**config.mk**
```make
export PLATFORM = sky130hd
export DESIGN_NAME = aes_stream_ctrl
export DESIGN_NICKNAME = d
export VERILOG_FILES = /design/src/rtl/aes_stream_pkg.sv /design/src/rtl/aes_stream_fifo.sv /design/src/rtl/aes_stream_ctrl.sv
export SDC_FILE = /design/constraint.sdc
export NUM_CORES = 2
export LEC_CHECK = 0
export BUFFER_PORTS_ARGS = -buffer_cell sky130_fd_sc_hd__buf_2
export CORE_ASPECT_RATIO = 0.8
export CORE_MARGIN = 5
export CORE_UTILIZATION = 61
export DETAILED_ROUTE_END_ITERATION = 16
export GPL_TIMING_DRIVEN = 1
export HOLD_SLACK_MARGIN = 0.08
export PLACE_DENSITY = 0.79
export SETUP_SLACK_MARGIN = 0.1
export SYNTH_ARGS = -nofsm -noshare
export SYNTH_HDL_FRONTEND = slang
export SYNTH_SLANG_ARGS = --single-unit
```
**constraint.sdc**
```tcl
create_clock -name clk -period 9.78 [get_ports clk]
set_clock_uncertainty 0.1 [all_clocks]
set_input_delay 0.489 -clock clk [delete_from_list [all_inputs] [get_ports clk]]
set_output_delay 0.489 -clock clk [all_outputs]
set_load 0.03 [all_outputs]
```
**src/rtl/aes_stream_pkg.sv**
```systemverilog
// Shared constants for the AES streaming wrapper: block width and the default
// core latency / result buffer depth.
package aes_stream_pkg;

  localparam int AES_BLOCK_W    = 128;
  localparam int AES_LATENCY    = 21;
  localparam int AES_FIFO_DEPTH = 32;

endpackage

```
**src/rtl/aes_stream_fifo.sv**
```systemverilog
// Synchronous show-ahead FIFO with an occupancy count; the head entry is
// presented on rd_data while non-empty and zero otherwise.
module aes_stream_fifo
  import aes_stream_pkg::*;
#(
  parameter int DEPTH = AES_FIFO_DEPTH,
  parameter int WIDTH = AES_BLOCK_W
) (
  input  logic                         clk,
  input  logic                         rst_n,
  input  logic                         wr_en,
  input  logic [WIDTH-1:0]             wr_data,
  input  logic                         rd_en,
  output logic [WIDTH-1:0]             rd_data,
  output logic [$clog2(DEPTH+1)-1:0]   count
);

  localparam int AW = $clog2(DEPTH);
  localparam int CW = $clog2(DEPTH + 1);
  localparam logic [AW-1:0] PTR_ONE  = AW'(1);
  localparam logic [CW-1:0] CNT_ZERO = CW'(0);
  localparam logic [CW-1:0] CNT_ONE  = CW'(1);
  localparam logic [CW-1:0] CNT_FULL = CW'(DEPTH);

  logic [WIDTH-1:0] mem_r [DEPTH];
  logic [AW-1:0]    wr_ptr_r;
  logic [AW-1:0]    rd_ptr_r;
  logic [CW-1:0]    count_r;
  logic             wr_s;
  logic             rd_s;

  // Writes into a full FIFO are dropped; the credit scheme upstream never issues them.
  assign wr_s  = wr_en & (count_r != CNT_FULL);
  assign rd_s  = rd_en & (count_r != CNT_ZERO);
  assign count = count_r;

  // Show-ahead head, forced to zero when empty
  always_comb begin
    rd_data = {WIDTH{1'b0}};
    if (count_r != CNT_ZERO) begin
      rd_data = mem_r[rd_ptr_r];
    end else begin
      rd_data = {WIDTH{1'b0}};
    end
  end

  // Storage array, data only, no reset needed
  always_ff @(posedge clk) begin
    if (wr_s) begin
      mem_r[wr_ptr_r] <= wr_data;
    end
  end

  // Pointer and occupancy bookkeeping; pointers wrap naturally at the power-of-two depth
  always_ff @(posedge clk or negedge rst_n) begin
    if (!rst_n) begin
      wr_ptr_r <= {AW{1'b0}};
      rd_ptr_r <= {AW{1'b0}};
      count_r  <= CNT_ZERO;
    end else begin
      if (wr_s) begin
        wr_ptr_r <= wr_ptr_r + PTR_ONE;
      end
      if (rd_s) begin
        rd_ptr_r <= rd_ptr_r + PTR_ONE;
      end
      case ({wr_s, rd_s})
        2'b10:   count_r <= count_r + CNT_ONE;
        2'b01:   count_r <= count_r - CNT_ONE;
        default: count_r <= count_r;
      endcase
    end
  end

endmodule

```
**src/rtl/aes_stream_ctrl.sv**
```systemverilog
// Streaming wrapper around an external fixed-latency aes_128 core: credit-based
// admission, a valid shift register tracking the core pipeline, and an ordered result FIFO.
module aes_stream_ctrl
  import aes_stream_pkg::*;
#(
  parameter int LATENCY    = AES_LATENCY,
  parameter int FIFO_DEPTH = AES_FIFO_DEPTH
) (
  input  logic                   clk,
  input  logic                   rst_n,
  input  logic                   in_valid,
  output logic                   in_ready,
  input  logic [AES_BLOCK_W-1:0] in_pt,
  input  logic [AES_BLOCK_W-1:0] in_key,
  output logic [AES_BLOCK_W-1:0] core_state,
  output logic [AES_BLOCK_W-1:0] core_key,
  input  logic [AES_BLOCK_W-1:0] core_out,
  output logic                   out_valid,
  input  logic                   out_ready,
  output logic [AES_BLOCK_W-1:0] out_ct,
  output logic                   busy
);

  localparam int CW = $clog2(FIFO_DEPTH + 1);
  localparam logic [CW-1:0] CNT_ZERO   = CW'(0);
  localparam logic [CW-1:0] CNT_ONE    = CW'(1);
  localparam logic [CW:0]   CREDIT_MAX = (CW + 1)'(FIFO_DEPTH);

  logic [LATENCY-1:0]     valid_sr_r;
  logic [LATENCY-1:0]     valid_nxt_s;
  logic [CW-1:0]          inflight_r;
  logic [CW-1:0]          inflight_nxt_s;
  logic [CW-1:0]          fifo_count_s;
  logic [CW:0]            credit_used_s;
  logic                   accept_s;
  logic                   capture_s;
  logic                   pop_s;
  logic                   out_valid_s;
  logic [AES_BLOCK_W-1:0] fifo_head_s;

  // Every slot in the core pipeline or the FIFO holds one credit, so a capture
  // always finds room; in_ready depends on registered counters only.
  assign credit_used_s = {1'b0, inflight_r} + {1'b0, fifo_count_s};
  assign in_ready      = (credit_used_s < CREDIT_MAX);
  assign accept_s      = in_valid & in_ready & rst_n;
  assign capture_s     = valid_sr_r[LATENCY-1];
  assign out_valid_s   = (fifo_count_s != CNT_ZERO);
  assign pop_s         = out_valid_s & out_ready;
  assign out_valid     = out_valid_s;
  assign out_ct        = fifo_head_s;
  assign busy          = (inflight_r != CNT_ZERO) | out_valid_s;

  // Core data inputs carry the pair only in the accept cycle
  always_comb begin
    core_state = {AES_BLOCK_W{1'b0}};
    core_key   = {AES_BLOCK_W{1'b0}};
    if (accept_s) begin
      core_state = in_pt;
      core_key   = in_key;
    end else begin
      core_state = {AES_BLOCK_W{1'b0}};
      core_key   = {AES_BLOCK_W{1'b0}};
    end
  end

  // Next valid stages and in-flight count
  always_comb begin
    valid_nxt_s    = {LATENCY{1'b0}};
    valid_nxt_s[0] = accept_s;
    for (int i = 1; i < LATENCY; i++) begin
      valid_nxt_s[i] = valid_sr_r[i-1];
    end
    case ({accept_s, capture_s})
      2'b10:   inflight_nxt_s = inflight_r + CNT_ONE;
      2'b01:   inflight_nxt_s = inflight_r - CNT_ONE;
      default: inflight_nxt_s = inflight_r;
    endcase
  end

  // Clearing the valid stages on reset keeps stale core results from ever being captured
  always_ff @(posedge clk or negedge rst_n) begin
    if (!rst_n) begin
      valid_sr_r <= {LATENCY{1'b0}};
      inflight_r <= CNT_ZERO;
    end else begin
      valid_sr_r <= valid_nxt_s;
      inflight_r <= inflight_nxt_s;
    end
  end

  aes_stream_fifo #(
    .DEPTH (FIFO_DEPTH),
    .WIDTH (AES_BLOCK_W)
  ) u_fifo (
    .clk     (clk),
    .rst_n   (rst_n),
    .wr_en   (capture_s),
    .wr_data (core_out),
    .rd_en   (pop_s),
    .rd_data (fifo_head_s),
    .count   (fifo_count_s)
  );

endmodule

```
==> results.yml <==
min_path:
  hp-class: "in -> reg"
place:
  place_congestion: 1.07
  placed_cells: 11000
  dp_hpwl_um: 239000
  port-buffer-count: 774
sta:
  post-route-period-util_pct: 70.0
  setup_viol: 0
  finalCriticalPeriod_ps: 6850
  final_max_slew_viol_count: 0
  relSlewSlack_pct: 9.85
  rsz0062_at_grt: "no"
  tns_ps: 0
  final_hold_viol_count: 0
  clock.fmax_mhz: 146
  tightest_slew_ps: 1350
setup_path:
  critical_path_arrival_ps: 6260
  endpoint_kind: "primary output"
  worstPathMaxFanout: 70
  crit_type: "reg -> out"
  required_ps: 9190
  start_kind: "register"
logic_synthesis:
  synth.avg_cell_area_um2: 22.5
  synth-xor-area-share_pct: 0.0995
  synth_ff_type: "edfxtp_1"
  synthTopCellsByArea: "edfxtp_1 (78%), mux4_2 (13%), mux2i_1 (2.3%)"
  ys_top_cells_by_count: "edfxtp_1 (4096), mux4_2 (924), mux2i_1 (357)"
  synth_edf_count: 4096
  syn_area_mm2: 0.158
  yosysTopAreaCell: "edfxtp_1"
  synth_nets: 7436
  synthMuxAreaShare_pct: 15.4
  synth-compound-area-share_pct: 3.46
  yosysTopAreaCellShare_pct: 77.6
  synthAdderAreaFrac_pct: 0.155
  synthSimpleGateAreaFrac_pct: 1.28
  ys_seq_elements: 4139
  netlist_instances: 7029
  synthArstFlopShare_pct: 1.04
  yosysWarnings: 0
  yosys.cell_count.top_type: "edfxtp_1"
  synth_top_family_by_area: "multiplexers"
  yosysSeqAreaShare_pct: 78.3
  synth.distinct_cells: 50
pwr:
  cellPowerDensity_mw_per_mm2: 280
  peakVddDrop_mv: 0.311
  p_leak_uw: 0.0590
detailed_routing:
  ant_nets: 0
  initialDrtViolationCount: 14000
  drt-vias-per-instance: 7.17
  vias: 84900
  wl_per_cell_um: 40.7
  drc: 0
  wl_um: 482000
  drtPass1Iterations: 6
clock_network:
  root_buffer: "clkbuf_16"
  clk_pin_slew_ps: 70
  postCtsSetupBuffers: 0
  htree_num_levels: 5
  clockBufferDepth: 4
  clkLatencyLatePin_ps: 910
  post_cts_resized: 0
  clock_sinks: 4139
  cts_tree: "done"
  cts_made_buffers: 374
die:
  start_util_pct: 61.3
  design.core.area_mm2: 0.259
  die_area_mm2: 0.270
  die_w_um: 580
  pin_count: 775
  die_h_um: 466
  row_count: 167
global_routing:
  grt_max_degree: 259
  grt_pass1_vias: 84400
  antenna_found_initial: 141
  grt_overflow: 0
  groute.usage.overall_pct: 35.4
  grt_pass1_wl_um: 667000
finish:
  syn_to_final_growth_pct: 13.6
  drive_gt1_share_pct: 29.0
  stdcell_count: 11800
  fin_nets: 8430
status:
  outcome: "complete, no violations"
run:
  maxCapViolCount: 0
## routing by layer
metal,global-route usage (%),wire length [µm],vias up
met5,0,499,-
li1,-,-,31900
met4,14.5,24000,82
met2,55.6,229000,7687
met3,8.95,61500,1359
met1,48.6,167000,43900
## registers in the layout (all words and copies together), names as in the netlist
signal and count:
inflight_r 6, u_fifo.wr_ptr_r 5, u_fifo.mem_r 4096, u_fifo.count 6
u_fifo.rd_ptr_r 5, valid_sr_r 21
## worst max-delay path, stage by stage, from the launching register on
cell and delay [ps]:
dfrtp_4 880, buf_4 870, buf_4 960, buf_4 930, mux4_2 390, mux2i_1 110, a211oi_1 470, o21a_1 300
buf_2 240
## through the flow
step | total power [µW] | area (µm²) | setup slack, ps | utilization, % | hold WS [ps]
CTS | 50400 | 180000 | 3020 | 69.5 | 98.8
detailed placement | 35600 | 166000 | 4000 | 64.3 | 235
finish | 50400 | 180000 | 2930 | 69.6 | 153
floorplan | 31000 | 158000 | 2550 | - | 93.4
global placement | 35400 | 166000 | 4020 | 64.3 | 234
global route | 51900 | 180000 | 2830 | 69.5 | 124
## area by class of cell
class	instances	area, µm²
clock inverter	234	2390
multi-input combinational	2458	32600
sequential	4139	124000
fill	14800	78700
timing repair buffer	1039	6600
clock buffer	445	9710
tap	3464	4330
antenna	57	143
inverter	11	41.3
## where the power goes
| part | total (µW) | leakage (µW) | switching (µW) | internal, µW |
|---|---|---|---|---|
| Sequential | 20200 | 0.0374 | 337 | 19800 |
| Combinational | 15500 | 0.0158 | 9480 | 5990 |
| Clock | 14700 | 0.00589 | 6460 | 8280 |
## kinds of logic after synthesis
logic type                 Yosys count
DFF                               4139
muxes                             1283
AOI/OAI and AO/OA                  794
buffers and inverters              432
and+or+nand+nor                    344
adders and majority gates           19
xor gates and xnor gates            18
## cell usage in the layout, fill, tap and decap left out, types with 38 or more instances in the layout
cell	Yosys	final
a22oi_1	152	152
mux2i_1	357	357
buf_4	75	103
o221ai_1	76	76
edfxtp_1	4096	4096
bufinv_16	0	44
and2_1	257	257
a21o_1	79	79
o21a_1	52	52
a21oi_1	160	160
dlygate4sd3_1	0	129
clkbuf_1	212	67
o22ai_1	128	128
clkinv_1	0	83
a211oi_1	128	128
dfrtp_1	43	38
clkinv_2	0	70
diode_2	0	57
mux4_2	924	924
clkbuf_16	0	378
buf_2	96	774
## repair_timing
| item | 4_1_cts | 5_1_grt |
|---|---|---|
| hold buffers | 129 | 0 |
| setup endpoints to repair | 0 | 0 |
| hold endpoints to repair | 4139 | 0 |
## worst paths after layout
kind	from	slack, ps	to	cells past startpoint
max in group asynchronous	rst_n	8590	u_fifo.rd_ptr_r[4]	2
setup reg to reg	u_fifo.count[4]	4840	u_fifo.mem_r[6][21]	6
hold / removal	out_ready	150	u_fifo.rd_ptr_r[0]	3
setup / recovery	u_fifo.rd_ptr_r[1]	2930	out_ct[9]	8
hold reg to reg	valid_sr_r[3]	240	valid_sr_r[4]	0
min in group asynchronous	rst_n	220	valid_sr_r[5]	2
(Power assumes the default switching activity.)
